### src/rtl/score_board_if.sv
// ----------------------------------------------------------------------------
// score_board_if
//   Bundle between the issue queue head and the score board.
//   Signals:
//     flush          discard all in-flight producer tracking
//     issue_valid    [1:0]      per-lane issue request (lane 0 older)
//     issue_wen      [1:0]      per-lane "writes a destination register"
//     issue_is_load  [1:0]      per-lane result only available from MEM
//     issue_dst      [1:0][4:0] per-lane destination register
//     issue_src      [3:0][4:0] source registers, index 2*lane+k
//     src_sel        [3:0][2:0] operand source select per source
//     issue_accept   [1:0]      per-lane issue granted this cycle
//     pop_number     [1:0]      number of accepted lanes (0..2)
//     stall_count    [STALL_CNT_W-1:0] lane-0 stall cycle statistic
//   Modports: master (issue queue side), slave (score board side).
// ----------------------------------------------------------------------------
interface score_board_if #(
    parameter int STALL_CNT_W = 32
);
    logic                   flush;
    logic [1:0]             issue_valid;
    logic [1:0]             issue_wen;
    logic [1:0]             issue_is_load;
    logic [1:0][4:0]        issue_dst;
    logic [3:0][4:0]        issue_src;
    logic [3:0][2:0]        src_sel;
    logic [1:0]             issue_accept;
    logic [1:0]             pop_number;
    logic [STALL_CNT_W-1:0] stall_count;

    modport master (
        output flush, issue_valid, issue_wen, issue_is_load, issue_dst, issue_src,
        input  src_sel, issue_accept, pop_number, stall_count
    );

    modport slave (
        input  flush, issue_valid, issue_wen, issue_is_load, issue_dst, issue_src,
        output src_sel, issue_accept, pop_number, stall_count
    );
endinterface

### src/rtl/score_board.sv
// ----------------------------------------------------------------------------
// score_board
//   Dual-issue register score board. Tracks the youngest in-flight producer of
//   every architectural register (1..31) through EX -> MEM -> CMT, selects the
//   forwarding source for each of the four issuing operands and grants issue
//   strictly in order, stalling on load-use and intra-pair RAW hazards.
//
//   Ports:
//     clk   input   single clock, rising edge
//     rst   input   synchronous, active-high reset
//     sb    score_board_if.slave  issue request / operand select bundle
//
//   Optional feature:
//     SCORE_BOARD_STATS_EN  when defined, stall_count counts cycles where lane 0
//                           was valid but not accepted (saturating); otherwise
//                           stall_count is tied to zero.
// ----------------------------------------------------------------------------
module score_board #(
    parameter int STALL_CNT_W = 32
) (
    input logic          clk,
    input logic          rst,
    score_board_if.slave sb
);

    typedef enum logic [1:0] {
        ST_EX  = 2'd0,
        ST_MEM = 2'd1,
        ST_CMT = 2'd2
    } stage_e;

    localparam logic [2:0] SEL_RF    = 3'd0;
    localparam logic [2:0] SEL_EX0   = 3'd1;
    localparam logic [2:0] SEL_MEM0  = 3'd3;
    localparam logic [2:0] SEL_CMT0  = 3'd5;
    localparam logic [2:0] SEL_STALL = 3'd7;

    // Entry 0 is never written, so it stays invalid after reset.
    logic   valid_q [32];
    logic   valid_d [32];
    stage_e stage_q [32];
    stage_e stage_d [32];
    logic   lane_q  [32];
    logic   lane_d  [32];
    logic   load_q  [32];
    logic   load_d  [32];

    logic [3:0][2:0] sel_c;
    logic [1:0]      accept_c;
    logic            raw_c;

    // Operand source selection from the current entry of each source register.
    always_comb begin
        for (int i = 0; i < 4; i++) begin
            sel_c[i] = SEL_RF;
            if (sb.issue_src[i] != 5'd0 && valid_q[sb.issue_src[i]]) begin
                case (stage_q[sb.issue_src[i]])
                    ST_EX:   sel_c[i] = load_q[sb.issue_src[i]] ? SEL_STALL
                                      : SEL_EX0 + 3'(lane_q[sb.issue_src[i]]);
                    ST_MEM:  sel_c[i] = SEL_MEM0 + 3'(lane_q[sb.issue_src[i]]);
                    default: sel_c[i] = SEL_CMT0 + 3'(lane_q[sb.issue_src[i]]);
                endcase
            end
        end
    end

    // Lane 1 may not consume lane 0's result in the same cycle.
    assign raw_c = sb.issue_wen[0] && (sb.issue_dst[0] != 5'd0) &&
                   ((sb.issue_src[2] == sb.issue_dst[0]) ||
                    (sb.issue_src[3] == sb.issue_dst[0]));

    always_comb begin
        accept_c[0] = !rst && sb.issue_valid[0] &&
                      (sel_c[0] != SEL_STALL) && (sel_c[1] != SEL_STALL);
        accept_c[1] = accept_c[0] && sb.issue_valid[1] && !raw_c &&
                      (sel_c[2] != SEL_STALL) && (sel_c[3] != SEL_STALL);
    end

    assign sb.src_sel      = sel_c;
    assign sb.issue_accept = accept_c;
    assign sb.pop_number   = {1'b0, accept_c[0]} + {1'b0, accept_c[1]};

    // Next state: advance every entry, then overlay new producers. Lane 1 is
    // applied last so it wins a same-register write within one pair.
    always_comb begin
        for (int r = 0; r < 32; r++) begin
            valid_d[r] = 1'b0;
            stage_d[r] = stage_q[r];
            lane_d[r]  = lane_q[r];
            load_d[r]  = load_q[r];
            if (valid_q[r]) begin
                case (stage_q[r])
                    ST_EX: begin
                        valid_d[r] = 1'b1;
                        stage_d[r] = ST_MEM;
                    end
                    ST_MEM: begin
                        valid_d[r] = 1'b1;
                        stage_d[r] = ST_CMT;
                    end
                    default: valid_d[r] = 1'b0;
                endcase
            end
        end
        for (int l = 0; l < 2; l++) begin
            if (accept_c[l] && sb.issue_wen[l] && sb.issue_dst[l] != 5'd0) begin
                valid_d[sb.issue_dst[l]] = 1'b1;
                stage_d[sb.issue_dst[l]] = ST_EX;
                lane_d[sb.issue_dst[l]]  = 1'(l);
                load_d[sb.issue_dst[l]]  = sb.issue_is_load[l];
            end
        end
    end

    // Flush shares the reset path for the valid bits, overriding new issues.
    always_ff @(posedge clk) begin
        for (int r = 0; r < 32; r++) begin
            if (rst || sb.flush) begin
                valid_q[r] <= 1'b0;
            end else begin
                valid_q[r] <= valid_d[r];
            end
        end
    end

    // Entry payload is only meaningful while valid, so it carries no reset.
    always_ff @(posedge clk) begin
        for (int r = 0; r < 32; r++) begin
            stage_q[r] <= stage_d[r];
            lane_q[r]  <= lane_d[r];
            load_q[r]  <= load_d[r];
        end
    end

`ifdef SCORE_BOARD_STATS_EN
    logic [STALL_CNT_W-1:0] stall_q;
    logic [STALL_CNT_W-1:0] stall_d;

    always_comb begin
        stall_d = stall_q;
        if (sb.issue_valid[0] && !accept_c[0] && (stall_q != '1)) begin
            stall_d = stall_q + STALL_CNT_W'(1);
        end
    end

    always_ff @(posedge clk) begin
        if (rst) begin
            stall_q <= '0;
        end else begin
            stall_q <= stall_d;
        end
    end

    assign sb.stall_count = stall_q;
`else
    assign sb.stall_count = '0;
`endif

endmodule

### src/flat_wrapper.sv
// flat-port wrapper written by rule: the top's interface ports become plain ports
module score_board_flat 
#(
    parameter int STALL_CNT_W = 32
)
  (clk, rst, sb_flush, sb_issue_valid, sb_issue_wen, sb_issue_is_load, sb_issue_dst, sb_issue_src, sb_src_sel, sb_issue_accept, sb_pop_number, sb_stall_count);
  score_board_if #(.STALL_CNT_W(STALL_CNT_W)) sb_i ();
  input logic clk;
  input logic rst;
  input wire logic [$bits(sb_i.flush)-1:0] sb_flush;
  input wire logic [$bits(sb_i.issue_valid)-1:0] sb_issue_valid;
  input wire logic [$bits(sb_i.issue_wen)-1:0] sb_issue_wen;
  input wire logic [$bits(sb_i.issue_is_load)-1:0] sb_issue_is_load;
  input wire logic [$bits(sb_i.issue_dst)-1:0] sb_issue_dst;
  input wire logic [$bits(sb_i.issue_src)-1:0] sb_issue_src;
  output wire logic [$bits(sb_i.src_sel)-1:0] sb_src_sel;
  output wire logic [$bits(sb_i.issue_accept)-1:0] sb_issue_accept;
  output wire logic [$bits(sb_i.pop_number)-1:0] sb_pop_number;
  output wire logic [$bits(sb_i.stall_count)-1:0] sb_stall_count;
  assign sb_i.flush = sb_flush;
  assign sb_i.issue_valid = sb_issue_valid;
  assign sb_i.issue_wen = sb_issue_wen;
  assign sb_i.issue_is_load = sb_issue_is_load;
  assign sb_i.issue_dst = sb_issue_dst;
  assign sb_i.issue_src = sb_issue_src;
  assign sb_src_sel = sb_i.src_sel;
  assign sb_issue_accept = sb_i.issue_accept;
  assign sb_pop_number = sb_i.pop_number;
  assign sb_stall_count = sb_i.stall_count;
  score_board #(.STALL_CNT_W(STALL_CNT_W)) u_core (.clk(clk), .rst(rst), .sb(sb_i));
endmodule
### config.mk
export PLATFORM = sky130hd
export DESIGN_NAME = score_board_flat
export DESIGN_NICKNAME = d
export VERILOG_FILES = /design/src/rtl/score_board_if.sv /design/src/rtl/score_board.sv /design/src/flat_wrapper.sv
export SDC_FILE = /design/constraint.sdc
export NUM_CORES = 1
export LEC_CHECK = 0
export CELL_PAD_IN_SITES_DETAIL_PLACEMENT = 0
export CELL_PAD_IN_SITES_GLOBAL_PLACEMENT = 2
export CORE_ASPECT_RATIO = 0.7
export CORE_MARGIN = 1
export CORE_UTILIZATION = 40
export DETAILED_ROUTE_END_ITERATION = 10
export PLACE_DENSITY = 0.87
export SLEW_MARGIN = 20
export SYNTH_ARGS = -nofsm -noshare
export SYNTH_HDL_FRONTEND = slang
export SYNTH_SLANG_ARGS = --single-unit
### constraint.sdc
create_clock -name clk -period 7.2 [get_ports clk]
set_input_delay 0.72 -clock clk [delete_from_list [all_inputs] [get_ports clk]]
set_output_delay 0.72 -clock clk [all_outputs]
set_load 0.01 [all_outputs]
# Word level (Yosys, flattened, before mapping)
# Memories as Yosys holds them, arrays and structs flattened.
# Index checks and enable logic that the tools add are counted.
dict set report totals {
  ramBits 160
  memories 4
  output_inout_bits 48
  elab_cells 396
  ff_bits 0
  inputBits 39
}
# memory words width rd rd_ports_with_merged_regs write_ports line_no
set mem_list {}
lappend mem_list {u_core.stage_q 32 2 36 0 32 score_board.sv:41} ;# stage_e stage_q [32];
lappend mem_list {u_core.lane_q 32 1 36 0 32 score_board.sv:43} ;# logic lane_q [32];
lappend mem_list {u_core.load_q 32 1 36 0 32 score_board.sv:45} ;# logic load_q [32];
lappend mem_list {u_core.valid_q 32 1 36 0 32 score_board.sv:39} ;# logic valid_q [32];
dict set report op_classes {
  add_sub_neg 13
  reduce_logical 97
  eq_ne 42
  mux 193
  bitwise 43
  magnitude_cmp 4
}
# operator count
set ops {}
lappend ops {{$mux 32} 6}
lappend ops {{$and 64x64->64} 2}
lappend ops {{$mux 64} 2}
lappend ops {{$not 64->64} 2}
lappend ops {{$pmux 2 s2} 32}
lappend ops {{$mux 1} 101}
lappend ops {{$or 32x32->32} 3}
lappend ops {{$eq 2x1->1 const B} 36}
lappend ops {{$logic_not 2->1} 36}
lappend ops {{$mux 2} 34}
lappend ops {{$bwmux 32} 2}
lappend ops {{$reduce_or 2->1} 32}
lappend ops {{$and 32x32->32} 1}
lappend ops {{$not 32->32} 1}
lappend ops {{$or 1x1->1} 32}
lappend ops {{$reduce_bool 5->1} 6}
lappend ops {{$mux 3} 8}
lappend ops {{$pmux 3 s2} 4}
lappend ops {{$demux 2 s5} 2}
lappend ops {{$logic_and 1x1->1} 19}
lappend ops {{$add 2x1->3 const A} 4}
lappend ops {{$add 3x1->3 const A} 4}
lappend ops {{$ge 6x6->1 const B} 2}
lappend ops {{$lt 6x1->1 const B} 2}
lappend ops {{8 further kinds} 19}

# Depth between registers and ports, before layout
# Gate-level depths: netlist (run 1).
# An unclocked memory read counts as a cell.
dict set report logic_depth {
  ltp_word 16
  ltp_mapped 14
  ltp_nobuf 9
}

# Least setup slack after synthesis (run 1)
# No wires, ideal clock.
dict set report synth_timing {
  path_type {input-to-output}
  from {input port sb_issue_src[1]}
  to {output port sb_pop_number[0]}
  slack_ns 3.274
  arrival_time_ns 3.206
  stages 10
  n_path_buf 3
  cell_sequence {buf_6 buf_6 mux4_2 a22oi_1 a32o_1 or4b_4 o21a_4 buf_4 and2_1 ha_1}
}
dict set report synth_via {
  elab_chain_len 13
}
# element line_no
set synth_lines {}
lappend synth_lines {{start, declared} flat_wrapper.sv:15} ;# input wire logic [$bits(sb_i.issue_src)-1:0] sb_issue_src;
lappend synth_lines {{branches (longest 4 deep; another with $add 3x1->3)} --}
lappend synth_lines {{$mux 3 (*)} score_board.sv:56} ;# if (sb.issue_src[i] != 5'd0 && valid_q[sb.issue_src[i]]) begin
lappend synth_lines {{$ne 3x3->1 (*)} score_board.sv:74} ;# (sel_c[0] != SEL_STALL) && (sel_c[1] != SEL_STALL);
lappend synth_lines {{$logic_and 1x1->1 (*)} score_board.sv:73} ;# accept_c[0] = !rst && sb.issue_valid[0] &&
lappend synth_lines {{$logic_and 1x1->1 (*)} score_board.sv:74}
lappend synth_lines {{via sb_issue_accept[0]} flat_wrapper.sv:17} ;# output wire logic [$bits(sb_i.issue_accept)-1:0] sb_issue_accept;
lappend synth_lines {{$logic_and 1x1->1 (3 in a row)} score_board.sv:75} ;# accept_c[1] = accept_c[0] && sb.issue_valid[1] && !raw_c &&
lappend synth_lines {{$logic_and 1x1->1} score_board.sv:76} ;# (sel_c[2] != SEL_STALL) && (sel_c[3] != SEL_STALL);
lappend synth_lines {{$add 1x1->2 (*)} score_board.sv:81} ;# assign sb.pop_number = {1'b0, accept_c[0]} + {1'b0, accept_c[1]};
lappend synth_lines {{end, declared} flat_wrapper.sv:18} ;# output wire logic [$bits(sb_i.pop_number)-1:0] sb_pop_number;
# Mark *: on every way through the listed nets, which the timed path passes.

# Worst setup path in the final report (run 1)
dict set report layout_timing {
  from {input port sb_issue_src[6]}
  to {output port sb_pop_number[0]}
}
dict set report layout_via {
  elab_chain_len 12
}
# element line_no
set layout_lines {}
lappend layout_lines {{branches (longest 4 deep; another with $add 3x1->3)} --}
lappend layout_lines {{$mux 3 (*)} score_board.sv:56}
lappend layout_lines {{$ne 3x3->1 (*)} score_board.sv:74}
lappend layout_lines {{$logic_and 1x1->1 (*)} score_board.sv:74}
lappend layout_lines {{$logic_and 1x1->1 (3 in a row)} score_board.sv:75}
lappend layout_lines {{$logic_and 1x1->1} score_board.sv:76}
lappend layout_lines {{$add 1x1->2 (*)} score_board.sv:81}
# Every way passes the cells marked *.

==> results.cfg, run 1 <==
[layout]
multiInputGateArea_sq_mm = 0.00957
area_growth_pct = 7.61
register_area_sq_mm = 0.00320
fin_cells = 1924
fillCellCount = 3328
nets = 1551
drive_gt1_share_pct = 16.7

[clock_network]
cts_tree = built
cts.sink_count = 160
ctsResizeCount = 0
h-tree-depth = 4
cts_made_buffers = 17
clkLatencyLatePin_ns = 0.46
root_buffer = clkbuf_16
hold_buffers = 0
clkTransAtPathRegs_ns = 0.07
clk_path_buf_depth = 2
post_cts_buffers = 0

[route]
antenna_left = 0
drtIter0Drc = 1682
vias = 12300
vias_per_cell = 6.39
drc = 0
wl_per_cell_um = 28.6
firstDrtPassIters = 7
wirelength_um = 55100

[floorplan]
die_h_um = 158
ios = 87
fp.dieW_um = 224
rows = 56
die_area_sq_mm = 0.0353
core_area_sq_mm = 0.0338
start_util_pct = 40.9

[grt]
grt_overflow = 0
grt_max_degree = 52
track_usage_pct = 31.5
antenna_found_initial = 1
grt_pass1_vias = 11000
grt_pass1_wl_um = 78600

[synth]
synth_cell_types = 74
ys_seq_area_share_pct = 23.2
syn_avg_cell_area_sq_um = 9.37
synth_seq_cells = 160
synth-edff-count = 0
synth_top_area_share_pct = 23.2
postSynthCellCount = 1476
ys_top_cells_by_area = dfxtp_1 (23%), mux4_2 (15%), mux2i_1 (8.7%), ha_1 (6.0%), mux2_2 (4.1%)
yosys_warnings = 0
syn_area_sq_mm = 0.0138
synth_ff_type = dfxtp_1
ys_async_sr_fraction_pct = 0
yosys.area.top_type = dfxtp_1

[critical_path]
critPathLaunchType = input port
crit_arrival_ns = 5.01
cp-end-kind = primary output
cp.required_ns = 6.48
path_max_fanout = 32
worstSetupPathType = in -> out

[hold_path]
hold_path_class = reg -> reg

[sta]
finalSetupViolations = 0
tns_ns = 0
max_freq_ghz = 0.174
final_max_slew_viol_count = 0
rsz0062_at_grt = no
tightest_slew_ns = 1.16
hold_viol_final = 0
fin_crit_sh_pct = 79.6
skew_ns = 0.0114
relSlewSlack_pct = 22.3
post-route-min-period_ns = 5.73

[pwr]
max-vdd-ir-drop_v = 0.000131
leakagePower_nw = 6.14
totalPowerFinal_mw = 3.04
power.density_mw_per_mm2 = 204

[placed_design]
gp_congestion = 1.00
dp_cells = 1891
io_buffers = 54
place_hpwl_um = 42900

[status]
status = completed

[flow_run]
maxCapViolCount = 0
[worst paths after layout]
check / startpoint / to / slack, ns / depth (start not counted)
setup / recovery: sb_issue_src[6] / sb_pop_number[0] / 1.47 / 10
hold / removal: u_core.lane_q[0]$_DFF_P_ / u_core.lane_q[0]$_DFF_P_ / 0.39 / 0
setup reg to reg: u_core.valid_q[27]$_SDFF_PP0_ / u_core.load_q[15]$_DFF_P_ / 3.02 / 10
hold reg to reg: u_core.lane_q[0]$_DFF_P_ / u_core.lane_q[0]$_DFF_P_ / 0.39 / 0
[cell type report]
cell class	instances	share of cell area, %
Antenna cell	1	0.0168
Clock buffer	21	3.16
Clock inverter	11	0.874
Inverter	70	1.77
Multi-Input combinational cell	1122	64.3
Sequential cell	160	21.5
Tap cell	464	3.90
Timing Repair Buffer	75	4.42
[cells in the final DEF, fill, tap and decap left out, types with 6 or more instances in the layout]
master,synthesis,layout
a21oi_1,76,76
a221oi_1,11,11
a22oi_1,27,27
a31oi_1,33,33
a32o_1,6,6
and2_1,7,7
and3_1,63,63
buf_2,33,10
buf_4,54,21
clkbuf_16,0,17
clkdlybuf4s50_1,0,43
conb_1,1,32
dfxtp_1,160,160
ha_1,66,66
inv_1,70,70
mux2_1,23,23
mux2_2,50,50
mux2_4,16,16
mux2i_1,120,120
mux4_1,10,10
mux4_2,91,91
nand2_1,112,112
nand2b_1,16,16
nand3_1,79,79
nand4_1,11,11
nor2_1,85,85
nor2b_1,29,27
nor3_1,10,10
nor3b_1,8,8
o211ai_1,18,18
o21ai_0,45,45
[worst max-delay path, stage by stage]
cell,delay [ns]
clkdlybuf4s50_1,0.98
nor2b_1,0.69
a22oi_1,0.18
and3_1,0.21
nor4_1,0.59
nand2_1,0.22
o21a_4,0.38
and2_1,0.23
ha_1,0.27
clkdlybuf4s50_1,0.52
[power by group]
| group | total (mW) | switching, mW | internal [mW] |
|---|---|---|---|
| combinational | 0.869 | 0.462 | 0.407 |
| sequential | 1.23 | 0.246 | 0.988 |
| clock | 0.938 | 0.398 | 0.540 |
[cell usage after synthesis, types with 44 or more instances]
cell type  count
mux4_2        91
mux2_2        50
nand2_1      112
clkbuf_1      44
mux2i_1      120
nand3_1       79
nor2_1        85
dfxtp_1      160
buf_4         54
and3_1        63
ha_1          66
a21oi_1       76
o21ai_0       45
inv_1         70
[state kept, by name, indices dropped and copies added, names as in the netlist]
name / cells
u_core.valid_q: 32
u_core.lane_q: 32
u_core.load_q: 32
u_core.stage_q: 64
[metal layers]
layer  GRT usage [%]  vias up  routed length, um
met1            47.0     6093              25500
met4            5.25        4                692
met5            1.40        -                 80
li1                -     5358                  -
met3            13.6       60               8210
met2            41.1      776              20700
[metrics by stage]
step	worst slack [ns]	hold slack, ns	cell area [sq um]	util (%)
2_1_floorplan	3.27	0.439	13900	-
3_3_place_gp	1.64	0.382	14300	42.3
3_5_place_dp	1.57	0.381	14300	42.3
4_1_cts	1.57	0.392	14900	44.1
5_1_grt	1.22	0.408	14900	44.1
6_report	1.47	0.395	14900	44.1
[logic make-up after synthesis]
group,Yosys count,synth area share (%)
AND/OR/NAND/NOR,444,16.2
buffers and inverters,225,8.49
multiplexers,310,33.1
XOR/XNOR,10,0.633
other,1,0.0271
flip-flops,160,23.2
AO/OA/AOI/OAI,260,12.4
adder cells (fa/ha/maj),66,5.97
No activity file was read; power rests on OpenSTA's default activity.
==> inputs of run 2 (changes only) <==
--- a/config.mk
+++ b/config.mk
@@ -9,9 +9,9 @@
 export CELL_PAD_IN_SITES_GLOBAL_PLACEMENT = 2
 export CORE_ASPECT_RATIO = 0.7
 export CORE_MARGIN = 1
-export CORE_UTILIZATION = 40
+export CORE_UTILIZATION = 35
 export DETAILED_ROUTE_END_ITERATION = 10
-export PLACE_DENSITY = 0.87
+export PLACE_DENSITY = 0.8
 export SLEW_MARGIN = 20
 export SYNTH_ARGS = -nofsm -noshare
 export SYNTH_HDL_FRONTEND = slang
==> constraint.sdc (replaced) <==
create_clock -name clk -period 4.77 [get_ports clk]
set_input_delay 0.477 -clock clk [delete_from_list [all_inputs] [get_ports clk]]
set_output_delay 0.477 -clock clk [all_outputs]
set_load 0.01 [all_outputs]
==> run 2 against run 1 <==
Sequential cell count did not move. Critical endpoint unchanged. Critical path type unchanged. Final cell count grew 5.4%. Clock power is 64% higher. Highest routed layer is now met4.
==> results.cfg, run 2 (synthesized netlist as in run 1, its figures left out) <==
[route]
drc = 0
vias = 12500
vias_per_cell = 6.15
antenna_left = 0
firstDrtPassIters = 7
drtIter0Drc = 1792
wl_per_cell_um = 28.7
wirelength_um = 58100

[grt]
met2_usage_pct = 36.6
grt_overflow = 0
antenna_found_initial = 1
grt_pass1_vias = 11400
grtUsageMet1_pct = 44.1
track_usage_pct = 29.1
met3_usage_pct = 13.0
grt_pass1_wl_um = 83400
grt-busiest-layer = met1
grt_max_degree = 49

[pwr]
power.density_mw_per_mm2 = 309
max-vdd-ir-drop_v = 0.000265
leakagePower_nw = 6.38

[layout]
area_growth_pct = 11.2
fillCellCount = 3855
multiInputGateArea_sq_mm = 0.00958
nets = 1591
mostFrequentLayoutCells = dfxtp_1 (160), mux2i_1 (120), nand2_1 (112), mux4_2 (91), nor2_1 (84)
largest_reg_flops = 64
register_area_sq_mm = 0.00320
regMostFlops = u_core.stage_q
drive_gt1_share_pct = 18.9
final_common_cell = dfxtp_1

[sta]
rsz0062_at_grt = no
final_max_slew_viol_count = 0
max_freq_ghz = 0.219
hold_viol_final = 0
finalSetupViolations = 0
hold_ws_ns = 0.401
skew_ns = 0.0180
tns_ns = 0
tightest_slew_ns = 1.04
post-route-min-period_ns = 4.57
relSlewSlack_pct = 30.6
fin_crit_sh_pct = 95.8

[critical_path]
cp.required_ns = 4.29
cp_top_family = buffers and inverters
path_cells = buf_2, buf_12, mux2i_1, a22oi_1, nand3_1, nand4_1, nand2b_1, o311ai_4, nor2_1, ha_1, clkdlybuf4s50_1
crit_buf_inv = 3
rrSetupSlack_ns = 0.89
slowest_delay_ns = 0.53
crit_arrival_ns = 4.09
worstSetupPathType = in -> out
path_max_fanout = 25
r2r_cells = 10
cp.depth = 11
critPathLaunchType = input port
cp-end-kind = primary output
cpMaxStageDelayCell = buf_2

[clock_network]
cts.sink_count = 160
clk_path_buf_depth = 2
post_cts_buffers = 0
clkLatencyLatePin_ns = 0.47
cts_tree = built
root_buffer = clkbuf_16
cts_made_buffers = 17
clkTransAtPathRegs_ns = 0.08
h-tree-depth = 4

[hold_path]
hold_depth = 0
hold_path_class = reg -> reg

[floorplan]
die_h_um = 168
ios = 87
rows = 60
core_area_sq_mm = 0.0387
start_util_pct = 35.8
fp.dieW_um = 240
die_area_sq_mm = 0.0403

[placed_design]
io_buffers = 54
place_hpwl_um = 45000
gp_congestion = 1.01

[flow_run]
maxCapViolCount = 0

[status]
status = completed
==> run 2: cell count changes in the layout (fill, tap and decap cells not counted), moves of 2 or more <==
cell and delta:
buf_12 +7, buf_4 +33, clkinvlp_4 -3, clkbuf_8 -2
bufinv_16 +2
==> run 2: layer usage <==
layer,share of wire (%),vias up,routed length [um]
met5,0,-,0
met4,1.5,0,849
met3,16,75,9170
met2,37,819,21700
met1,45,6130,26400
li1,-,5449,-
==> run 2: worst paths after layout <==
kind                                 from                   endpoint
max                      sb_issue_src[11]           sb_pop_number[0]
max reg2reg  u_core.valid_q[6]$_SDFF_PP0_  u_core.load_q[12]$_DFF_P_
min              u_core.lane_q[0]$_DFF_P_   u_core.lane_q[0]$_DFF_P_
min reg2reg      u_core.lane_q[0]$_DFF_P_   u_core.lane_q[0]$_DFF_P_
==> run 2: where the power goes <==
group | total [mW] | switching, mW | leakage, nW | internal (mW)
combinational | 1.37 | 0.723 | 4.76 | 0.644
clock | 1.54 | 0.647 | 0.305 | 0.895
sequential | 1.85 | 0.356 | 1.31 | 1.49
total | 4.76 | 1.73 | 6.38 | 3.03
==> run 2: repair_timing <==
action	in CTS	in global routing
resized for setup	0	1
endpoints found under the setup margin	0	1
hold buffers	0	0
==> run 2: area by class of cell <==
| class | instances | area share, % |
|---|---|---|
| clock buffer | 20 | 2.90 |
| tap | 527 | 4.29 |
| sequential | 160 | 20.8 |
| antenna | 1 | 0.0163 |
| timing repair buffer | 115 | 6.80 |
| clock inverter | 12 | 1.18 |
| multi-input combinational | 1122 | 62.3 |
| inverter | 70 | 1.71 |
==> run 2: stage by stage <==
stage               setup slack (ns)  std cells  utilization, %  cell area (sq um)  power, mW
global placement               0.101       1994            38.1              14700       3.15
finish                         0.202       2027            39.8              15400       4.76
detailed placement            0.0720       1994            38.1              14700       3.17
CTS                           0.0803       2026            39.8              15400       4.70
floorplan                       1.33       1507               -              13900       2.64
global route                   0.153       2026            39.8              15400       4.94
